==> src/rtl/buffer_to_mem_wr_engine.sv <==
// Drains a FWFT line buffer into host memory as CCI-P C1 write requests, using aligned bursts and an
// outstanding-line credit limit. Define WR_ENGINE_PERF_EN to add cycle/stall performance counters.
module buffer_to_mem_wr_engine #(
  parameter int ADDR_W          = 42,
  parameter int LEN_W           = 32,
  parameter int DATA_W          = 512,
  parameter int BURST_LINES     = 4,
  parameter int MAX_OUTSTANDING = 64,
  parameter int BUF_CNT_W       = 8
) (
  input  logic                 clk,
  input  logic                 reset,
  input  logic                 start,
  input  logic [ADDR_W-1:0]    base_addr,
  input  logic [LEN_W-1:0]     num_lines,
  output logic                 done,
  output logic                 err_rsp,
  input  logic [DATA_W-1:0]    buf_rd_data,
  input  logic [BUF_CNT_W-1:0] buf_count,
  output logic                 buf_rd_en,
  input  logic                 tx_almfull,
  output logic                 tx_valid,
  output logic                 tx_sop,
  output logic [ADDR_W-1:0]    tx_addr,
  output logic [1:0]           tx_cl_len,
  output logic [DATA_W-1:0]    tx_data,
  input  logic                 rx_wr_rsp_valid,
  input  logic                 rx_wr_rsp_packed,
  input  logic [1:0]           rx_wr_rsp_cl_num,
  output logic [1:0]           dbg_state
`ifdef WR_ENGINE_PERF_EN
  ,
  output logic [31:0]          perf_cycles,
  output logic [31:0]          perf_stall_almfull,
  output logic [31:0]          perf_stall_credit,
  output logic [31:0]          perf_stall_empty
`endif
);

  typedef enum logic [1:0] {IDLE = 2'd0, ISSUE = 2'd1, DRAIN = 2'd2} state_e;

  localparam logic [LEN_W-1:0]     BURST_LEN  = LEN_W'(BURST_LINES);
  localparam logic [LEN_W-1:0]     MAX_OUT    = LEN_W'(MAX_OUTSTANDING);
  localparam logic [ADDR_W-1:0]    ALIGN_MASK = ADDR_W'(BURST_LINES - 1);
  localparam logic [BUF_CNT_W-1:0] BURST_BUF  = BUF_CNT_W'(BURST_LINES);
  localparam logic [1:0]           BURST_CL   = 2'(BURST_LINES - 1);

  state_e              state_q, state_d;
  logic [ADDR_W-1:0]   next_addr_q, next_addr_d;
  logic [ADDR_W-1:0]   burst_addr_q, burst_addr_d;
  logic [LEN_W-1:0]    num_lines_q, num_lines_d;
  logic [LEN_W-1:0]    issued_q, issued_d;
  logic [LEN_W-1:0]    acked_q, acked_d;
  logic [LEN_W-1:0]    outstanding_q, outstanding_d;
  logic [1:0]          burst_left_q, burst_left_d;
  logic [1:0]          burst_cl_q, burst_cl_d;
  logic                err_q, err_d;
  logic                tx_valid_q, tx_valid_d;
  logic                tx_sop_q, tx_sop_d;
  logic [ADDR_W-1:0]   tx_addr_q, tx_addr_d;
  logic [1:0]          tx_cl_len_q, tx_cl_len_d;
  logic [DATA_W-1:0]   tx_data_q, tx_data_d;

  logic                in_burst, work_left, can_burst, can_single, issue_window;
  logic                sop, burst_beat, beat;
  logic [LEN_W-1:0]    remaining, sop_len, rsp_lines, ack_room, ack_apply, out_inc;

  assign in_burst     = (burst_left_q != 2'd0);
  assign work_left    = (issued_q != num_lines_q);
  assign remaining    = num_lines_q - issued_q;
  assign can_burst    = (BURST_LINES > 1) && ((next_addr_q & ALIGN_MASK) == '0) &&
                        (remaining >= BURST_LEN) && (buf_count >= BURST_BUF) &&
                        (outstanding_q + BURST_LEN <= MAX_OUT);
  assign can_single   = (buf_count != '0) && (outstanding_q < MAX_OUT);
  assign issue_window = reset && (state_q == ISSUE) && !in_burst && work_left;
  assign sop          = issue_window && !tx_almfull && (can_burst || can_single);
  // Beats after the SOP never re-check almfull or buffer level: both were committed at SOP.
  assign burst_beat   = reset && (state_q == ISSUE) && in_burst;
  assign beat         = sop || burst_beat;
  assign sop_len      = can_burst ? BURST_LEN : LEN_W'(1);
  assign rsp_lines    = rx_wr_rsp_packed ? (LEN_W'(rx_wr_rsp_cl_num) + LEN_W'(1)) : LEN_W'(1);
  assign ack_room     = num_lines_q - acked_q;
  assign out_inc      = outstanding_q + (sop ? sop_len : '0);

  assign buf_rd_en = beat;
  assign done      = (state_q == IDLE);
  assign err_rsp   = err_q;
  assign tx_valid  = tx_valid_q;
  assign tx_sop    = tx_sop_q;
  assign tx_addr   = tx_addr_q;
  assign tx_cl_len = tx_cl_len_q;
  assign tx_data   = tx_data_q;
  assign dbg_state = state_q;

  always_comb begin
    state_d       = state_q;
    next_addr_d   = next_addr_q;
    burst_addr_d  = burst_addr_q;
    num_lines_d   = num_lines_q;
    issued_d      = issued_q;
    acked_d       = acked_q;
    burst_left_d  = burst_left_q;
    burst_cl_d    = burst_cl_q;
    err_d         = err_q;
    tx_valid_d    = beat;
    tx_sop_d      = sop;
    tx_addr_d     = tx_addr_q;
    tx_cl_len_d   = tx_cl_len_q;
    tx_data_d     = tx_data_q;
    ack_apply     = '0;

    // Excess acknowledgements saturate at num_lines and flag the error.
    if (rx_wr_rsp_valid) begin
      if (state_q == IDLE) begin
        err_d = 1'b1;
      end else begin
        if (rsp_lines > ack_room) begin
          ack_apply = ack_room;
          err_d     = 1'b1;
        end else begin
          ack_apply = rsp_lines;
        end
        acked_d = acked_q + ack_apply;
      end
    end
    outstanding_d = (out_inc > ack_apply) ? (out_inc - ack_apply) : '0;

    if (sop) begin
      next_addr_d  = next_addr_q + (can_burst ? ADDR_W'(BURST_LINES) : ADDR_W'(1));
      burst_addr_d = next_addr_q;
      burst_left_d = can_burst ? BURST_CL : 2'd0;
      burst_cl_d   = can_burst ? BURST_CL : 2'd0;
      tx_addr_d    = next_addr_q;
      tx_cl_len_d  = can_burst ? BURST_CL : 2'd0;
    end else if (burst_beat) begin
      burst_left_d = burst_left_q - 2'd1;
      tx_addr_d    = burst_addr_q;
      tx_cl_len_d  = burst_cl_q;
    end
    if (beat) begin
      issued_d  = issued_q + LEN_W'(1);
      tx_data_d = buf_rd_data;
    end

    case (state_q)
      IDLE: begin
        if (start) begin
          num_lines_d   = num_lines;
          next_addr_d   = base_addr;
          issued_d      = '0;
          acked_d       = '0;
          outstanding_d = '0;
          burst_left_d  = 2'd0;
          err_d         = 1'b0;
          if (num_lines != '0) state_d = ISSUE;
        end
      end
      ISSUE: if (!in_burst && !work_left) state_d = DRAIN;
      DRAIN: if (acked_q == num_lines_q) state_d = IDLE;
      default: state_d = IDLE;
    endcase
  end

  always_ff @(posedge clk) begin
    if (!reset) begin
      state_q       <= IDLE;
      next_addr_q   <= '0;
      burst_addr_q  <= '0;
      num_lines_q   <= '0;
      issued_q      <= '0;
      acked_q       <= '0;
      outstanding_q <= '0;
      burst_left_q  <= 2'd0;
      burst_cl_q    <= 2'd0;
      err_q         <= 1'b0;
      tx_valid_q    <= 1'b0;
      tx_sop_q      <= 1'b0;
      tx_addr_q     <= '0;
      tx_cl_len_q   <= 2'd0;
      tx_data_q     <= '0;
    end else begin
      state_q       <= state_d;
      next_addr_q   <= next_addr_d;
      burst_addr_q  <= burst_addr_d;
      num_lines_q   <= num_lines_d;
      issued_q      <= issued_d;
      acked_q       <= acked_d;
      outstanding_q <= outstanding_d;
      burst_left_q  <= burst_left_d;
      burst_cl_q    <= burst_cl_d;
      err_q         <= err_d;
      tx_valid_q    <= tx_valid_d;
      tx_sop_q      <= tx_sop_d;
      tx_addr_q     <= tx_addr_d;
      tx_cl_len_q   <= tx_cl_len_d;
      tx_data_q     <= tx_data_d;
    end
  end

`ifdef WR_ENGINE_PERF_EN
  logic [31:0] perf_cycles_q, perf_cycles_d;
  logic [31:0] perf_almfull_q, perf_almfull_d;
  logic [31:0] perf_credit_q, perf_credit_d;
  logic [31:0] perf_empty_q, perf_empty_d;
  logic        stall;

  function automatic logic [31:0] sat_inc(input logic [31:0] v);
    return (&v) ? v : v + 32'd1;
  endfunction

  // Stall cause priority: almfull, then credit (even a single line would exceed it), then empty.
  assign stall = issue_window && !sop;

  always_comb begin
    perf_cycles_d  = perf_cycles_q;
    perf_almfull_d = perf_almfull_q;
    perf_credit_d  = perf_credit_q;
    perf_empty_d   = perf_empty_q;
    if (state_q == IDLE && start) begin
      perf_cycles_d  = '0;
      perf_almfull_d = '0;
      perf_credit_d  = '0;
      perf_empty_d   = '0;
    end else begin
      if (state_q != IDLE) perf_cycles_d = sat_inc(perf_cycles_q);
      if (stall) begin
        if (tx_almfull)                    perf_almfull_d = sat_inc(perf_almfull_q);
        else if (outstanding_q >= MAX_OUT) perf_credit_d  = sat_inc(perf_credit_q);
        else                               perf_empty_d   = sat_inc(perf_empty_q);
      end
    end
  end

  always_ff @(posedge clk) begin
    if (!reset) begin
      perf_cycles_q  <= '0;
      perf_almfull_q <= '0;
      perf_credit_q  <= '0;
      perf_empty_q   <= '0;
    end else begin
      perf_cycles_q  <= perf_cycles_d;
      perf_almfull_q <= perf_almfull_d;
      perf_credit_q  <= perf_credit_d;
      perf_empty_q   <= perf_empty_d;
    end
  end

  assign perf_cycles        = perf_cycles_q;
  assign perf_stall_almfull = perf_almfull_q;
  assign perf_stall_credit  = perf_credit_q;
  assign perf_stall_empty   = perf_empty_q;
`endif

endmodule

==> config.mk <==
export PLATFORM = sky130hd
export DESIGN_NAME = buffer_to_mem_wr_engine
export DESIGN_NICKNAME = d
export VERILOG_FILES = /design/src/rtl/buffer_to_mem_wr_engine.sv
export SDC_FILE = /design/constraint.sdc
export NUM_CORES = 2
export LEC_CHECK = 0
export BUFFER_PORTS_ARGS = -buffer_cell sky130_fd_sc_hd__buf_2
export CAP_MARGIN = 30
export CORE_AREA = 4 4 454 456
export CTS_CLUSTER_SIZE = 8
export DETAILED_ROUTE_END_ITERATION = 10
export DIE_AREA = 0 0 458 460
export GPL_TIMING_DRIVEN = 0
export PLACE_DENSITY_LB_ADDON = 0.05
export SETUP_SLACK_MARGIN = 0.3
export SYNTH_ARGS = -nofsm -noshare
export SYNTH_HDL_FRONTEND = slang
export SYNTH_SLANG_ARGS = --single-unit
==> constraint.sdc <==
create_clock -name clk -period 10.5 [get_ports clk]
set_input_delay 2.1 -clock clk [delete_from_list [all_inputs] [get_ports clk]]
set_output_delay 2.1 -clock clk [all_outputs]
set_load 0.005 [all_outputs]
# Yosys cells after proc, flatten, opt, wreduce, memory -nomap -nowiden
# Index checks and enable logic that the tools add are counted.
[totals] regBits=777 in_bits=602 out_inout_bits=563 wordCells=104
[op_classes] add_sub_neg=10 magnitude_cmp=6 n_eq_ne=8 n_mux=41 reduce_logical=24
[op_table] op="32-bit two-way mux" n=15
[op_table] op="42-bit two-way mux" n=5
[op_table] op="32-bit subtractor" n=3
[op_table] op="42-bit by 3-bit adder with 42-bit output" n=1
[op_table] op="42-bit zero test" n=1
[op_table] op="32-bit by 1-bit adder with 32-bit output (second input constant)" n=1
[op_table] op="32-bit by 3-bit adder with 32-bit output" n=1
[op_table] op="32-bit by 3-bit adder with 32-bit output (second input constant)" n=1
[op_table] op="32-bit adder" n=1
[op_table] op="32-bit equality test" n=1
[op_table] op="32-bit by 3-bit >= comparator with 1-bit output (second input constant)" n=1
[op_table] op="3-bit by 32-bit > comparator with 1-bit output" n=1
[op_table] op="32-bit > comparator" n=1
[op_table] op="32-bit by 7-bit <= comparator with 1-bit output (second input constant)" n=1
[op_table] op="32-bit by 7-bit < comparator with 1-bit output (second input constant)" n=1
[op_table] op="32-bit inequality test" n=1
[op_table] op="32-bit nonzero test" n=1
[op_table] op="2-bit two-way mux" n=11
[op_table] op="3-bit two-way mux" n=4
[op_table] op="1-bit logical AND" n=11
[op_table] op="8-bit by 3-bit >= comparator with 1-bit output (second input constant)" n=1
[op_table] op="8-bit nonzero test" n=1
[op_table] op="2-bit case mux with 3 select lines" n=1
[op_table] op="1-bit two-way mux" n=5
[op_table] op="other kinds (12)" n=18

# Depth between registers and ports, before layout
[logic_depth] depth_word=13 ltp_mapped=37 mapped_depth_nobuf=36

# Worst setup path before layout
# OpenSTA, ideal clock, no wires.
[synth_timing] path_type="in2reg" start="input port rx_wr_rsp_cl_num[0]" end="register outstanding_q[17]" setup_ns=0.078 arrival_time_ns=7.698 t_required_ns=10.422 path_slack_ns=2.724 path_stages=31 n_path_buf=2 cell_sequence="ha_1 > and2_1 > ha_1 > nor2b_1 > o21a_1 > o21ai_0 > a2111oi_0 > nand4_1 > a311o_1 > nor4_1 > nand4_1 > nor4_1 > nand4b_1 > mux2i_1 > and2_1 > ha_1 > fa_1 > nor2b_1 > o21ai_0 > a21oi_1 > o21ai_0 > a21oi_1 > o21ai_0 > a211oi_1 > nor4_1 > nor2_1 > a211oi_1 > or2_2 > clkbuf_1 > buf_1 > nor3_1"
[synth_via] elab_chain_len=12 word_cells_on_any_way=13 cone_classes="add/sub (2); order compare (2); mux (9)"
[synth_rtl] element="start, declared" line_no="29" source="input logic [1:0] rx_wr_rsp_cl_num,"
[synth_rtl] element="2-bit by 1-bit adder with 3-bit output *" line_no="81" source="assign rsp_lines = rx_wr_rsp_packed ? (LEN_W'(rx_wr_rsp_cl_num) + LEN_W'(1)) : LEN_W'(1);"
[synth_rtl] element="3-bit two-way mux *" line_no="81"
[synth_rtl] element="3-bit by 32-bit > comparator with 1-bit output" line_no="117" source="if (rsp_lines > ack_room) begin"
[synth_rtl] element="32-bit two-way mux *" line_no="117"
[synth_rtl] element="32-bit two-way mux *" line_no="114" source="if (state_q == IDLE) begin"
[synth_rtl] element="32-bit two-way mux *" line_no="113" source="if (rx_wr_rsp_valid) begin"
[synth_rtl] element="32-bit two-way mux *" line_no="114"
[synth_rtl] element="32-bit two-way mux *" line_no="113"
[synth_rtl] element="32-bit subtractor / 32-bit > comparator (equally long branches)" line_no="126" source="outstanding_d = (out_inc > ack_apply) ? (out_inc - ack_apply) : '0;"
[synth_rtl] element="32-bit two-way mux *" line_no="126"
[synth_rtl] element="32-bit two-way mux" line_no="147" source="if (start) begin"
[synth_rtl] element="32-bit two-way mux *" line_no="145" source="case (state_q)"
[synth_rtl] element="end signal, assigned" line_no="188" source="outstanding_q <= outstanding_d;"
[synth_rtl] element="end, declared" line_no="54" source="logic [LEN_W-1:0] outstanding_q, outstanding_d;"
# Mark *: on every way between the ends. The rest lies on a longest branch, timed or not. The select of a mux whose other input is x is not followed.
# A chain may end at the register's enable or synchronous reset.

# Final worst setup path
[layout_timing] start="register issued_q[0]" end="register outstanding_q[19]"
[layout_via] elab_chain_len=13 word_cells_on_any_way=18 cone_classes="add/sub (3); order compare (2); eq/ne (1); mux (5); reduce/logical (7)"
[layout_rtl] element="start, declared" line_no="52" source="logic [LEN_W-1:0] issued_q, issued_d;"
[layout_rtl] element="start signal, assigned" line_no="186" source="issued_q <= issued_d;"
[layout_rtl] element="32-bit subtractor *" line_no="70" source="assign remaining = num_lines_q - issued_q;"
[layout_rtl] element="32-bit by 3-bit >= comparator with 1-bit output *" line_no="72" source="(remaining >= BURST_LEN) && (buf_count >= BURST_BUF) &&"
[layout_rtl] element="1-bit logical AND *" line_no="71" source="assign can_burst = (BURST_LINES > 1) && ((next_addr_q & ALIGN_MASK) == '0) &&"
[layout_rtl] element="1-bit logical AND * (2 in a row)" line_no="72"
[layout_rtl] element="via can_burst" line_no="64" source="logic in_burst, work_left, can_burst, can_single, issue_window;"
[layout_rtl] element="1-bit logical OR" line_no="76" source="assign sop = issue_window && !tx_almfull && (can_burst || can_single);"
[layout_rtl] element="1-bit logical AND" line_no="76"
[layout_rtl] element="3-bit two-way mux *" line_no="83" source="assign out_inc = outstanding_q + (sop ? sop_len : '0);"
[layout_rtl] element="32-bit by 3-bit adder with 32-bit output *" line_no="83"
[layout_rtl] element="32-bit subtractor / 32-bit > comparator (equally long branches)" line_no="126"
[layout_rtl] element="32-bit two-way mux *" line_no="126"
[layout_rtl] element="32-bit two-way mux" line_no="147"
[layout_rtl] element="32-bit two-way mux *" line_no="145"
# Mark *: on every way through the listed nets, which the timed path passes. The rest lies on a longest branch.

==> impl_metrics.yaml <==
synthesis:
  async_flop_share: 0
  yosysTopAreaCellShare: 0.422
  synthCells: 4775
  postSynthAreaPerCell_sq_um: 7.70
  netlist-cell-type-count: 85
  synth-edff-count: 0
  yosys_warnings: 0
  synth_top_area_cell: "dfxtp_1"
  synth_top_cells_by_area: "dfxtp_1, nand2_1, a21oi_1, ha_1, xnor2_1"
  synth_ff_type: "dfxtp_1"
  syn_area_sq_um: 36700
  yosysSeqAreaShare: 0.422
  ys_seq_elements: 775
cts:
  hold_buffers: 0
  clk_pin_slew_ns: 0.06
  clockBufferDepth: 3
  clock_sinks: 775
  cts_tree: "done"
  cts_root_buffer: "clkbuf_16"
  clkLatencyLatePin_ns: 0.79
  htreeDepth: 3
  numCtsBuffers: 111
placement:
  dpl.hpwl_um: 219000
  port_buffers: 1164
  gp_congestion: 0.946
  place_worst_setup_slack_ns: -0.425
  placed_area_sq_um: 46400
finish:
  nets: 6875
  n_fill_cell: 22640
  fin_area_sq_um: 49700
  regArea_sq_um: 15500
  fin_util: 0.246
  areaGrowthSynthToFinish_pct: 35.2
  final_layout_size_suffix_gt1_frac: 0.234
  multiInputGateArea_sq_um: 19300
global_route:
  grt_pass1_vias: 38831
  grt_overflow_total: 0
  grt_pass1_wl_um: 338000
  grt_usage: 0.232
  antenna_found_initial: 161
  grt_max_degree: 18
timing:
  relSlewSlack: 0.320
  fmax_ghz: 0.106
  maxSlewViolCount: 0
  setup_slack_ns: 1.07
  hold_viol_final: 0
  fin_crit_sh: 0.899
  worstMarginPinSlew_ns: 1.02
  period_minus_slack_ns: 9.43
  skew_ns: 0.0804
  setup_violations: 0
  rsz0062_at_grt: "no"
worst_setup_path:
  cp-start-kind: "flop"
  path_buf_inv: 2
  worst-r2r-setup-slack_ns: 1.07
  crit_family: "simple AND/OR/NAND/NOR gates"
  slowest_stage: "or4_1"
  critical_path_class: "flop to flop"
  cp_slowest_stage_delay_ns: 0.55
  crit_fanout: 10
  worstPathRequired_ns: 11.08
  end_kind: "flop"
  crit_arrival_ns: 10.02
detailed_routing:
  vias: 39641
  ant_nets: 0
  drt_iter0_markers: 2230
  wl_per_cell_um: 29.0
  drt_drc_violations_left: 0
  drt_pass1_iterations: 5
  viasPerCell: 4.47
  wl_um: 257000
power:
  peakVddDrop_mv: 0.139
  power.leakage_nw: 20.7
  cellPowerDensity_nw_per_um2: 165
floorplanning:
  fp.dieH_um: 460
  start_util: 0.182
  ios: 1165
  die_area_sq_um: 211000
  core_area_sq_um: 202000
  std_cell_rows: 165
  die_w_um: 458
outcome:
  status: "finished clean"
hold_path:
  hp-class: "flop to flop"
run:
  max-cap-violations: 0
[cell usage after synthesis, types with 13 or more instances]
library cell and count:
nand2_1 1369, dfxtp_1 775, a21oi_1 764, nor2_1 217
clkbuf_1 212, inv_1 144, ha_1 138, o21ai_0 125
xnor2_1 98, nand3_1 83, a211oi_1 66, mux2i_1 54
a21o_1 48, buf_6 46, nand4_1 45, nor3_1 40
a31oi_1 35, buf_2 35, xor2_1 33, and3_1 31
nor4_1 31, nand2b_1 29, o31ai_1 26, or4_1 25
a2111oi_0 21, and2_1 20, nor2b_1 20, o21a_1 20
or3_1 17, o21bai_1 16, o211ai_1 15, a311oi_1 13
buf_4 13
[path summary, 6_finish.rpt]
| path | start | to | cells after the start |
|---|---|---|---|
| min reg2reg | tx_data[510] | tx_data[510] | 2 |
| max reg2reg | issued_q[0] | outstanding_q[19] | 33 |
| min | tx_data[510] | tx_data[510] | 2 |
| max | issued_q[0] | outstanding_q[19] | 33 |
[registers in the layout, summed over array words and instances (netlist names)]
signal,count
tx_data,512
burst_addr_q,42
next_addr_q,42
tx_addr,42
acked_q,32
issued_q,32
num_lines_q,32
outstanding_q,32
burst_left_q,2
dbg_state,2
burst_cl_q,1
err_rsp,1
tx_cl_len,1
tx_sop,1
tx_valid,1
[worst register-to-register path: cells and delay by family, from the launching register on]
family	cells	cell delay, ns
simple gates	14	3.96
compound gates	12	2.80
fa+ha+maj	4	1.27
buf+inv	2	0.60
flops	1	0.42
xor+xnor	1	0.19
[cell usage in the layout (no fill, tap or decap), types with 25 or more instances in the layout]
| cell | n |
|---|---|
| a31oi_1 | 35 |
| a21o_1 | 48 |
| o21ai_0 | 124 |
| or4_1 | 25 |
| conb_1 | 57 |
| and3_1 | 31 |
| mux2i_1 | 54 |
| nor3_1 | 40 |
| clkbuf_1 | 225 |
| nand2_1 | 1369 |
| ha_1 | 138 |
| a211oi_1 | 65 |
| diode_2 | 45 |
| buf_6 | 50 |
| clkbuf_16 | 111 |
| o31ai_1 | 25 |
| nand4_1 | 45 |
| dfxtp_1 | 775 |
| a21oi_1 | 763 |
| xnor2_1 | 98 |
| inv_1 | 144 |
| nand2b_1 | 29 |
| buf_2 | 1202 |
| nor4_1 | 30 |
| nor2_1 | 214 |
| xor2_1 | 33 |
| nand3_1 | 83 |
[power breakdown]
group	switching, mW	leakage, nW	total, mW	internal, mW
Sequential	0.126	6.30	3.22	3.10
Clock	1.52	1.49	3.44	1.92
Combinational	0.993	12.9	1.54	0.543
Total	2.64	20.7	8.20	5.56
[cell families (layout without fill, tap and decap cells)]
| kind of cell | after synthesis | count (layout) | share of synthesized area |
|---|---|---|---|
| AOI/OAI and AO/OA | 1240 | 1240 | 0.197 |
| adders and majority gates | 142 | 142 | 0.0492 |
| muxes | 57 | 57 | 0.0156 |
| xor gates and xnor gates | 131 | 131 | 0.0312 |
| DFF | 775 | 775 | 0.422 |
| other | 2 | 102 | 0.000204 |
| and+or+nand+nor | 1970 | 1970 | 0.226 |
| buffers and inverters | 458 | 1786 | 0.0587 |
[metrics by stage]
step	setup TNS [ns]	power [mW]	hold WS, ns	instances
3_5_place_dp	-4.03	4.83	0.440	8688
2_1_floorplan	0	4.02	0.432	4830
4_1_cts	0	8.35	0.447	8828
6_report	0	8.20	0.444	8875
5_1_grt	0	8.58	0.462	8848
3_3_place_gp	-27.45	4.83	0.436	8666
[final cells by class]
type	instances	area share
plain buffers	311	0.0324
clock buffers	128	0.0574
inverters	147	0.0111
repair buffers	1188	0.124
clock inverters	12	0.00443
flip-flops and latches	775	0.312
diodes	45	0.00227
well taps	2672	0.0673
multi-input cells	3597	0.389
[layer usage]
layer | wire length [um] | track usage | up-vias | share of wire
met3 | 20000 | 0.0785 | 458 | 0.078
met4 | 15100 | 0.115 | 54 | 0.059
li1 | - | - | 19003 | -
met5 | 355 | 0 | - | 0.0014
met1 | 96400 | 0.251 | 18745 | 0.38
met2 | 125000 | 0.405 | 1381 | 0.49
[repair_timing]
| item | CTS | global route |
|---|---|---|
| buffers inserted | 0 | 2 |
| endpoints found under the setup margin | 8 | 34 |
| resized for setup | 1 | 14 |
| pin swaps | 0 | 1 |
Note: power is estimated with default switching activity, not from simulation.
